### src/rtl/mem_access_seq_pkg.sv
// rtl/mem_access_seq_pkg.sv - shared constants, edit selectors and FSM states for mem_access_seq
package mem_access_seq_pkg;

  localparam int          ADDR_W_DEF  = 12;
  localparam int          DATA_W_DEF  = 16;
  localparam int          REG_TOP_DEF = 8;
  localparam logic [11:0] ADDR_CYR    = 12'o020;

  // Selector order matches the address order of the editing window (CYR, SR, CYL, EDOP).
  typedef enum logic [1:0] {
    SEL_CYR  = 2'd0,
    SEL_SR   = 2'd1,
    SEL_CYL  = 2'd2,
    SEL_EDOP = 2'd3
  } edit_sel_e;

  typedef enum logic [2:0] {
    S_IDLE  = 3'd0,
    S_ADDR  = 3'd1,
    S_READ  = 3'd2,
    S_EDIT  = 3'd3,
    S_WRITE = 3'd4,
    S_RESP  = 3'd5
  } state_e;

endpackage

### src/rtl/mem_access_seq_edit_unit.sv
// rtl/mem_access_seq_edit_unit.sv - combinational CYR/SR/CYL/EDOP word editor
module edit_unit
  import mem_access_seq_pkg::*;
(
  input  logic [15:0] data,
  input  edit_sel_e   sel,
  output logic [15:0] result
);

  logic [14:0] r;
  logic        unused_b15;

  // Editing ignores the incoming bit 15; the result's bit 15 is a sign copy of its bit 14.
  assign unused_b15 = data[15];

  always_comb begin
    r = data[14:0];
    unique case (sel)
      SEL_CYR:  r = {data[0], data[14:1]};
      SEL_SR:   r = {data[14], data[14:1]};
      SEL_CYL:  r = {data[13:0], data[14]};
      SEL_EDOP: r = {8'b0, data[13:7]};
      default:  r = data[14:0];
    endcase
  end

  assign result = {r[14], r};

endmodule

### src/rtl/mem_access_seq.sv
// rtl/mem_access_seq.sv - single-request memory sequencer with AGC editing and register-window write refusal
module mem_access_seq
  import mem_access_seq_pkg::*;
#(
  parameter int ADDR_W    = ADDR_W_DEF,
  parameter int DATA_W    = DATA_W_DEF,
  parameter int EDIT_BASE = int'(ADDR_CYR),
  parameter int REG_TOP   = REG_TOP_DEF
) (
  input  logic              clk,
  input  logic              rst_n,
  input  logic              req_valid,
  output logic              req_ready,
  input  logic              req_write,
  input  logic [ADDR_W-1:0] req_addr,
  input  logic [DATA_W-1:0] req_wdata,
  output logic              rsp_valid,
  input  logic              rsp_ready,
  output logic [DATA_W-1:0] rsp_data,
  output logic              rsp_reg_hit,
  output logic [ADDR_W-1:0] mem_address,
  output logic [DATA_W-1:0] mem_data_in,
  output logic              mem_write_en,
  input  logic [DATA_W-1:0] mem_result
);

  state_e            state, state_nx;
  logic [ADDR_W-1:0] addr_q;
  logic [DATA_W-1:0] wdata_q;
  logic              write_q;
  logic [ADDR_W-1:0] edit_off;
  logic              in_edit;
  logic              in_reg;
  logic [DATA_W-1:0] edit_src;
  logic [DATA_W-1:0] edited;
  logic              accept;

  // Unsigned offset makes addresses below the window wrap high, so one compare covers both ends.
  assign edit_off = addr_q - ADDR_W'(EDIT_BASE);
  assign in_edit  = edit_off < ADDR_W'(4);
  assign in_reg   = addr_q <= ADDR_W'(REG_TOP);
  assign edit_src = (state == S_EDIT) ? rsp_data : wdata_q;
  assign accept   = (state == S_IDLE) && req_valid;

  edit_unit u_edit (
    .data   (edit_src),
    .sel    (edit_sel_e'(edit_off[1:0])),
    .result (edited)
  );

  always_ff @(posedge clk or negedge rst_n) begin
    if (!rst_n) begin
      state       <= S_IDLE;
      addr_q      <= '0;
      wdata_q     <= '0;
      write_q     <= 1'b0;
      rsp_data    <= '0;
      rsp_reg_hit <= 1'b0;
    end else begin
      state <= state_nx;
      if (accept) begin
        addr_q      <= req_addr;
        wdata_q     <= req_wdata;
        write_q     <= req_write;
        rsp_reg_hit <= 1'b0;
      end
      if (state == S_ADDR && write_q && in_reg) rsp_reg_hit <= 1'b1;
      if (state == S_READ)  rsp_data <= mem_result;
      if (state == S_WRITE) rsp_data <= mem_data_in;
    end
  end

  always_comb begin
    state_nx = state;
    unique case (state)
      S_IDLE:  if (req_valid) state_nx = S_ADDR;
      S_ADDR:  state_nx = write_q ? (in_reg ? S_RESP : S_WRITE) : S_READ;
      S_READ:  state_nx = in_edit ? S_EDIT : S_RESP;
      S_EDIT:  state_nx = S_RESP;
      S_WRITE: state_nx = S_RESP;
      S_RESP:  if (rsp_ready) state_nx = S_IDLE;
      default: state_nx = S_IDLE;
    endcase
  end

  // Write strobe and data are decoded from the state register so reset kills them at once.
  always_comb begin
    mem_data_in = '0;
    if (state == S_EDIT)  mem_data_in = edited;
    if (state == S_WRITE) mem_data_in = in_edit ? edited : wdata_q;
  end

  assign mem_write_en = (state == S_EDIT) || (state == S_WRITE);
  assign mem_address  = addr_q;
  assign req_ready    = (state == S_IDLE);
  assign rsp_valid    = (state == S_RESP);

endmodule

### config.mk
export PLATFORM = sky130hd
export DESIGN_NAME = mem_access_seq
export DESIGN_NICKNAME = d
export VERILOG_FILES = /design/src/rtl/mem_access_seq_pkg.sv /design/src/rtl/mem_access_seq_edit_unit.sv /design/src/rtl/mem_access_seq.sv
export SDC_FILE = /design/constraint.sdc
export NUM_CORES = 1
export LEC_CHECK = 0
export ABC_AREA = 1
export BUFFER_PORTS_ARGS = -buffer_cell sky130_fd_sc_hd__buf_4
export CAP_MARGIN = 20
export CORE_MARGIN = 8
export CORE_UTILIZATION = 35
export CTS_CLUSTER_DIAMETER = 30
export CTS_CLUSTER_SIZE = 25
export DETAILED_ROUTE_END_ITERATION = 16
export GPL_TIMING_DRIVEN = 0
export PLACE_DENSITY = 0.73
export SLEW_MARGIN = 5
export SYNTH_ARGS = -nofsm -noshare
export SYNTH_HDL_FRONTEND = slang
export SYNTH_SLANG_ARGS = --single-unit
### constraint.sdc
create_clock -name clk -period 1.52 [get_ports clk]
set_input_delay 0.152 -clock clk [delete_from_list [all_inputs] [get_ports clk]]
set_output_delay 0.152 -clock clk [all_outputs]
set_load 0.03 [all_outputs]
# --- Yosys cells after proc, flatten, opt, wreduce, memory -nomap -nowiden ---
# Index checks and enable logic that the tools add are counted.
# Widths: inputs -> output; s select.
totals:
  inputBits: 49
  output_inout_bits: 48
  regBits: 49
  wordCells: 44
op_classes:
  reduce_logical: 10
  addsub: 1
  eq_ne: 10
  n_mux: 15
  magnitude_cmp: 2
op_table:
  columns: ["cell", "n"]
  rows:
  - ["$mux 16", 5]
  - ["$pmux 15 s4", 1]
  - ["$mux 15", 1]
  - ["$pmux 3 s5", 1]
  - ["$le 12x4->1 const B", 1]
  - ["$lt 12x3->1 const B", 1]
  - ["$mux 3", 4]
  - ["$sub 12x5->12 const B", 1]
  - ["$eq 3x2->1 const B", 2]
  - ["$eq 3x3->1 const B", 2]
  - ["$eq 2x2->1 const B", 2]
  - ["$reduce_bool 2->1", 2]
  - ["$eq 3x1->1 const B", 1]
  - ["$logic_and 1x1->1", 3]
  - ["$logic_not 3->1", 1]
  - ["$mux 1", 3]
  - ["$eq 2x1->1 const B", 1]
  - ["$logic_not 2->1", 1]
  - ["$ne 2x1->1 const B", 1]
  - ["$ne 2x2->1 const B", 1]
  - ["$reduce_and 2->1", 1]
  - ["$reduce_or 2->1", 1]
  - ["$logic_or 1x1->1", 1]

# --- Logic depth before layout (Yosys ltp) ---
# Gate-level depths: netlist of run 1.
depth:
  ltp_word: 6
  depth_mapped: 11

# --- Hierarchy ---
# Synthesis of run 1 repeated with hierarchy kept, for this count alone.
hier_totals:
  cells_unflattened: 396
  area_unflattened_um2: 3056.7
by_module_without_submodules:
  columns: ["module", "area_per_inst_um2", "cells_per_inst", "n_inst", "seq_area_each_um2"]
  rows:
  - ["mem_access_seq", 2761.4, 337, 1, 1226.2]
  - ["edit_unit", 295.3, 59, 1, 0.0]

# --- Least setup slack after synthesis of run 1 ---
# Ideal clock, no wire load.
synth_timing:
  kind: "register to output"
  startpoint: "register addr_q[1], in the netlist mem_address[1]"
  endpoint: "output mem_data_in[13]"
  path_slack_ps: -596
  path_buffers: 1
  arrival_ps: 1964
  path_stages_with_launch: 8
  cell_sequence: "dfrtp_1 -> inv_1 -> nor2_2 -> buf_4 -> nand3_1 -> nand2_1 -> inv_1 -> o21ai_0"
synth_between:
  elab_chain_cells: 5
  word_cells_on_any_way: 10
synth_rtl:
  columns: ["element", "line_no", "source"]
  rows:
  - ["start: declaration", "mem_access_seq.sv:28", "logic [ADDR_W-1:0] addr_q;"]
  - ["start signal: assignment", "mem_access_seq.sv:62", "addr_q <= req_addr;"]
  - ["$sub 12x5->12 *", "mem_access_seq.sv:39", "assign edit_off = addr_q - ADDR_W'(EDIT_BASE);"]
  - ["branches (longest 3 deep; another with $lt 12x3->1)", null, null]
  - ["$mux 16 *", "mem_access_seq.sv:90", "if (state == S_WRITE) mem_data_in = in_edit ? edited : wdata_q;"]
  - ["end: declaration", "mem_access_seq.sv:22", "output logic [DATA_W-1:0] mem_data_in,"]
# Mark *: on every way between the ends.

# --- Final worst setup path of run 1 ---
layout_timing:
  startpoint: "register addr_q[11], in the netlist mem_address[11]"
  endpoint: "output mem_data_in[1]"
layout_between:
  elab_chain_cells: 4
layout_rtl:
  columns: ["element", "line_no", "source"]
  rows:
  - ["$sub 12x5->12", "mem_access_seq.sv:39", null]
  - ["$lt 12x3->1", "mem_access_seq.sv:40", "assign in_edit = edit_off < ADDR_W'(4);"]
  - ["$mux 16 (2 in a row)", "mem_access_seq.sv:90", null]
# Every way passes these cells.

==> results of run 1 <==
## logic make-up after synthesis
family | share of synthesized area
AND/OR/NAND/NOR | 0.332
AO/OA/AOI/OAI | 0.142
buffers and inverters | 0.102
flip-flops | 0.424
## power groups by stage
stage | Clock [W] | Sequential, W | Combinational (W)
after floorplan | 0 | 0.00315 | 0.00318
after global placement | 0 | 0.00248 | 0.00564
after detailed placement | 0 | 0.00251 | 0.00571
after CTS | 0.00101 | 0.00245 | 0.00721
after global routing | 0.00106 | 0.00257 | 0.00919
final | 0.00101 | 0.00251 | 0.00863
## state kept, by name (all words and copies together), names as in the netlist
| name | flops |
|---|---|
| rsp_data | 16 |
| wdata_q | 16 |
| state | 3 |
| rsp_reg_hit | 1 |
| write_q | 1 |
| mem_address | 12 |
## what timing repair did
item	in CTS	in global routing
setup endpoints to repair	64	66
setup buffers	40	15
gates cloned	9	2
hold buffers	1	0
endpoints found under the hold margin	49	0
pin swaps	18	41
gates resized for setup	125	152
## worst reg2reg max path, delay by kind of cell, from the launching register on
family | cells | cell delay [ns]
DFF | 1 | 0.44
and+or+nand+nor | 5 | 0.71
buffers and inverters | 5 | 0.55
AOI/OAI and AO/OA | 2 | 0.36
## layout make-up
| class | instances | area [µm²] | share of cell area |
|---|---|---|---|
| Inverter | 54 | 213 | 0.0396 |
| Tap cell | 105 | 131 | 0.0245 |
| Buffer | 17 | 196 | 0.0366 |
| Clock inverter | 3 | 43.8 | 0.00816 |
| Multi-Input combinational cell | 315 | 2010 | 0.375 |
| Timing Repair Buffer | 160 | 1450 | 0.271 |
| Clock buffer | 5 | 68.8 | 0.0128 |
| Sequential cell | 49 | 1240 | 0.232 |
## worst paths after layout
path                                  from        endpoint  slack (ns)  depth (start not counted)
max                        mem_address[11]  mem_data_in[1]       -0.62                          9
min                            req_addr[8]  mem_address[8]        0.02                          3
max reg2reg                mem_address[11]     rsp_data[6]       -0.61                         12
min reg2reg                    rsp_reg_hit     rsp_reg_hit        0.50                          2
max in group asynchronous            rst_n        state[2]        0.66                          2
min in group asynchronous            rst_n      wdata_q[8]        0.38                          2
## routing by layer
metal	wire length, µm	vias up
met3	1200	33
met2	6400	221
li1	-	1717
met4	287	0
met1	4790	1826
met5	0	-
## placed cells by master (no fill, tap or decap), drive strengths merged, types with 2 or more instances in the layout
master | synthesis | layout
o21ai | 52 | 52
inv | 53 | 54
clkbuf | 8 | 11
nand4 | 2 | 2
nand3 | 42 | 42
nand2 | 146 | 146
clkinv | 1 | 2
buf | 10 | 170
a21oi | 23 | 23
dfrtp | 49 | 49
nor2 | 44 | 44
## through the flow
stage	instance area (µm²)	setup TNS [ns]	utilization	total power, W
after floorplan	3060	-0.437	-	0.00633
after global placement	3910	-7.62	0.483	0.00812
after detailed placement	3910	-10.14	0.483	0.00823
after CTS	4780	-10.39	0.591	0.0107
after global routing	5370	-18.57	0.663	0.0128
final	5370	-15.05	0.663	0.0121
==> results by group, run 1 <==
Synthesis
  • Post-synth ARST share: 1.00
  • Top post-synthesis cells by count: 146 x nand2_1, 52 x inv_1, 52 x o21ai_0
  • Leading area contributor after synthesis: dfrtp_1
  • Library cell with the highest instance count after synthesis: nand2_1
  • YS warnings: 0
  • Top post-synthesis cells by area: dfrtp_1 42%, nand2_1 19%, o21ai_0 9.0%, nand3_1 7.1%, inv_1 6.8%
  • Cells after synthesis: 436
  • Syn avg cell area: 6.63 µm²
  • Syn Nets: 485
  • Synth Flop Type: dfrtp_1
  • Share of the synthesized area in the top cell type: 0.424
  • Sequential area share after synthesis: 0.424
  • Number of flops mapped to enable cells by yosys: 0
  • Register bit total from synthesis: 49
  • Synth unique cells: 23
  • Post-synth design cell area: 2890 µm²

CTS
  • Reg clk slew, reported paths: 0.10 ns
  • Clk_lat worst skew: 0.32 ns
  • Num CTS Buffers: 5
  • TritonCTS clock tree: yes
  • Max Root-Sink Buffers: 2
  • H-tree depth: 2
  • CTS sink cnt: 49
  • CTS root buf: clkbuf_8

Critical path
  • Crit-path most repeated cell: nor2_2
  • Critical path class: flop to output pin
  • Crit Path Max Fanout: 8
  • CP cell instances: nor2_2, nand4_1, nor2_2, nand2_4, buf_4, a21oi_1, nand2_2, o21ai_2, buf_6
  • CP max stage cell: dfrtp_2
  • Crit path buffers/inverters: 2
  • CP peak stage delay: 0.44 ns
  • WP data required: 1.37 ns
  • Arrival time of the worst setup path: 1.99 ns
  • CP startpoint kind: flop
  • CP top delay family: simple AND/OR/NAND/NOR gates
  • Crit end category: output pin

Global routing
  • Antenna violations before repair: 0
  • Grt ovf: 0
  • Met3 Resource Use GR: 0.0498
  • Busiest layer in global routing: met2
  • Number of global-route vias before repair: 3739
  • First-pass GRT wire length: 18300 µm
  • Global Route Usage Sum: 0.199
  • GR met1 Demand/Resource: 0.236
  • Largest net degree at the start of global routing: 50
  • Met2 Usage GRT: 0.348

Routing
  • Total wire length: 12700 µm
  • Starting DRC count in detailed routing: 257
  • DR vias: 3797
  • Vias per inst: 5.36
  • Post-route ant nets: 0
  • DRC: 0
  • Average routed wire per standard cell: 17.9 µm
  • First-pass DRT Iterations: 6

Timing
  • Worst Setup Slack, final: -0.619 ns
  • Final setup viols: 65
  • Worst Clk Skew: 0.00868 ns
  • Final slew viol count: 0
  • Final Hold Vio Count: 0
  • RSZ-0062 raised after global routing: yes
  • Maximum clock rate: 0.468 GHz
  • Final worst path period share: 1.41
  • Period minus WS final: 2.14 ns
  • Final hold slack: 0.0166 ns
  • Slew @ Worst Pin: 0.657 ns
  • Slew headroom: 0.562

Floorplan
  • Core Footprint: 8090 µm²
  • Die area: 11400 µm²
  • Initial Utilization: 0.357
  • I/O pin cnt: 97
  • Die Y: 107 µm
  • Die Width: 107 µm
  • Site row count: 33

Final layout
  • Filler Cell Count: 665
  • P&R area growth vs syn: 85.6%
  • Share of post-route cells with drive strength above 1: 0.615
  • # diodes: 0
  • Layout Cells excl Fill: 708
  • Final #Nets: 651

Run status
  • Failing checks: setup timing
  • Status: finished with violations

Placement
  • Post-place setup slack: -0.396 ns
  • Dpl hpwl: 7570 µm
  • Inst Count DP: 637
  • GP Congestion: 0.877
  • Port Buffer Count: 96

Job
  • # Max-Cap Violations: 0

Pwr
  • Reg power frac: 0.207
  • Peak supply drop: 1390 µV
  • Int Power: 0.00599 W
  • Net Switching: 0.00615 W
  • Sw Ratio: 0.507
  • Clock share of power: 0.083
  • Combinational share of power: 0.710
  • PwrDens: 2260 nW/µm²
  • Pleak: 2.66 nW

Hold path
  • Hold Crit Class: input port to flop
Power figures use the tool's default switching activity.
==> run 2: changes to the inputs <==
--- a/config.mk
+++ b/config.mk
@@ -14,7 +14,7 @@
 export CTS_CLUSTER_SIZE = 25
 export DETAILED_ROUTE_END_ITERATION = 16
 export GPL_TIMING_DRIVEN = 0
-export PLACE_DENSITY = 0.73
+export PLACE_DENSITY = 0.71
 export SLEW_MARGIN = 5
 export SYNTH_ARGS = -nofsm -noshare
 export SYNTH_HDL_FRONTEND = slang
==> constraint.sdc (replaced) <==
create_clock -name clk -period 2.8 [get_ports clk]
set_input_delay 0.28 -clock clk [delete_from_list [all_inputs] [get_ports clk]]
set_output_delay 0.28 -clock clk [all_outputs]
set_load 0.03 [all_outputs]
==> run 2 against run 1 <==
Compared with the run above: highest routed layer unchanged; cell count down 8.9%; sequential cell count unchanged; critical path type unchanged; the run ends with hold timing left; total power is 61% lower.
==> results by group, run 2 (synthesized netlist as in run 1, its figures left out) <==
Final layout
  • Share of the core filled with cells: 0.477 (-0.186)
  • Leading cell types in the layout, fill and taps excluded: 145 x nand2_1, 99 x buf_4, 52 x o21ai_0
  • Layout Cells excl Fill: 645 (-8.9%)
  • Final #Nets: 588 (-9.7%)
  • # diodes: 0 (unchanged)
  • Filler Cell Count: 865 (+30%)
  • P&R area growth vs syn: 33.4%
  • Share of post-route cells with drive strength above 1: 0.220 (-0.395)
  • Commonest non-fill, non-tap cell in the layout: nand2_1

CTS
  • H-tree depth: 2 (unchanged)
  • CTS sink cnt: 49 (unchanged)
  • TritonCTS clock tree: yes
  • Reg clk slew, reported paths: 0.10 ns (about the same)
  • Hold-fix buffers, CTS: 0 (-1)
  • Clk_lat worst skew: 0.31 ns (about the same)
  • Num CTS Buffers: 5 (unchanged)
  • Max Root-Sink Buffers: 2 (unchanged)
  • Post_cts resized: 0 (-100%)
  • CTS root buf: clkbuf_8
  • Post-CTS Setup Repair Bufs: 0 (-100%)

Timing
  • Period minus WS final: 2.53 ns
  • Setup TNS: 0 ns (+15.05 ns)
  • Maximum clock rate: 0.394 GHz
  • Slew @ Worst Pin: 0.629 ns (-0.0275 ns)
  • Worst Setup Slack, final: 0.265 ns (+0.884 ns)
  • Slew headroom: 0.580 (+0.0183)
  • Final setup viols: 0 (-100%)
  • Final worst path period share: 0.905
  • Final slew viol count: 0 (unchanged)
  • Final hold slack: -0.0173 ns (-0.0339 ns)
  • Final Hold Vio Count: 34 (+34)
  • Worst Clk Skew: 0.0107 ns (+0.00200 ns)
  • RSZ-0062 raised after global routing: no

Global routing
  • Antenna violations before repair: 0 (unchanged)
  • First-pass GRT wire length: 15700 µm (-14%)
  • Number of global-route vias before repair: 3297 (-12%)
  • Largest net degree at the start of global routing: 50 (unchanged)
  • Grt ovf: 0 (unchanged)
  • Global Route Usage Sum: 0.169 (-0.0301)

Critical path
  • Reg-to-reg slack, setup: 1.02 ns (+1.63 ns)
  • R2R cell count: 9 (-3)
  • CP top delay family: simple AND/OR/NAND/NOR gates
  • RR Startpoint: mem_address[7]
  • Arrival time of the worst setup path: 2.25 ns (+0.26 ns)
  • Crit end category: output pin
  • WP data required: 2.52 ns (+1.15 ns)
  • Crit Path Max Fanout: 10 (+2)
  • Crit path buffers/inverters: 3 (+1)
  • CP startpoint kind: flop
  • R2R Path End: rsp_data[12]
  • CP max stage cell: dfrtp_1
  • Critical path class: flop to output pin
  • CP peak stage delay: 0.42 ns (-0.02 ns)
  • CP cell instances: nor2_1, nand2_1, nor2_1, nand2_2, inv_2, buf_2, nand2_1, nand3_1, o21ai_0, buf_4

Floorplan
  • Die area: 11400 µm² (unchanged)
  • Die Width: 107 µm (unchanged)
  • Initial Utilization: 0.357 (unchanged)
  • I/O pin cnt: 97 (unchanged)
  • Die Y: 107 µm (unchanged)
  • Site row count: 33 (unchanged)
  • Core Footprint: 8090 µm² (unchanged)

Placement
  • Port Buffer Count: 96 (unchanged)
  • Inst Count DP: 637 (unchanged)
  • GP Congestion: 0.922 (+5.2%)
  • Post-place setup slack: 0.499 ns (+0.895 ns)
  • Dpl hpwl: 7410 µm (-2.1%)

Routing
  • DRC: 0 (unchanged)
  • Starting DRC count in detailed routing: 239 (-7.0%)
  • DR vias: 3148 (-17%)
  • Average routed wire per standard cell: 14.7 µm (-18%)
  • Total wire length: 9490 µm (-25%)
  • Post-route ant nets: 0 (unchanged)
  • Vias per inst: 4.88 (-9.0%)
  • First-pass DRT Iterations: 4 (-2)

Run status
  • Failing checks: hold timing
  • Status: finished with violations

Pwr
  • PwrDens: 1230 nW/µm² (-45%)
  • Peak supply drop: 541 µV (-61%)
  • Pleak: 2.05 nW (-23%)

Hold path
  • Hold Crit Class: input port to async pin

Job
  • # Max-Cap Violations: 0 (unchanged)
[run 2: power by group]
part	switching, W	internal [W]
Clock	0.000250	0.000269
Combinational	0.00193	0.000984
Sequential	0.000267	0.00106
[run 2: routing by layer]
metal | routed length, µm | global-route usage
met2 | 4270 | 0.267
met5 | 0 | 0
met1 | 4220 | 0.212
met3 | 866 | 0.0582
met4 | 138 | 0.0472
[run 2: layout make-up]
class | instances | area [µm²] | area share
multi-input combinational | 315 | 1370 | 0.356
sequential | 49 | 1230 | 0.318
timing repair buffer | 96 | 721 | 0.187
inverter | 54 | 203 | 0.0526
tap | 105 | 131 | 0.0341
buffer | 18 | 92.6 | 0.0240
clock buffer | 6 | 72.6 | 0.0188
clock inverter | 2 | 38.8 | 0.0101
[run 2: how the worst max path moves through the flow]
| stage | depth (start not counted) | slack [ns] | from | to |
|---|---|---|---|---|
| 2_1_floorplan | 7 | 0.56 | mem_address[1] | mem_data_in[13] |
| 3_3_place_gp | 10 | 0.52 | mem_address[7] | mem_data_in[13] |
| 3_5_place_dp | 10 | 0.50 | mem_address[7] | mem_data_in[12] |
| 4_1_cts | 10 | 0.14 | mem_address[7] | mem_data_in[12] |
| 5_1_grt | 9 | 0.03 | mem_address[1] | mem_data_in[13] |
| 6_report | 10 | 0.27 | mem_address[7] | mem_data_in[13] |
[run 2: metrics by stage]
| stage | hold slack, ns | power, W | instance area (µm²) |
|---|---|---|---|
| global placement | 0.341 | 0.00419 | 3740 |
| CTS | 0.00896 | 0.00478 | 3850 |
| finish | -0.0173 | 0.00476 | 3860 |
| floorplan | -0.0156 | 0.00323 | 2890 |
| detailed placement | 0.349 | 0.00425 | 3740 |
| global route | 0.0305 | 0.00519 | 3860 |
[run 2: worst register-to-register path, cell delays in order (launching register included)]
cell and delay (ns):
dfrtp_1 0.42, nor2_1 0.16, nand2_1 0.07, nor2_1 0.14, nand2_2 0.17, inv_2 0.18
buf_2 0.27, nand2_1 0.10, nand3_1 0.10, a21oi_1 0.07
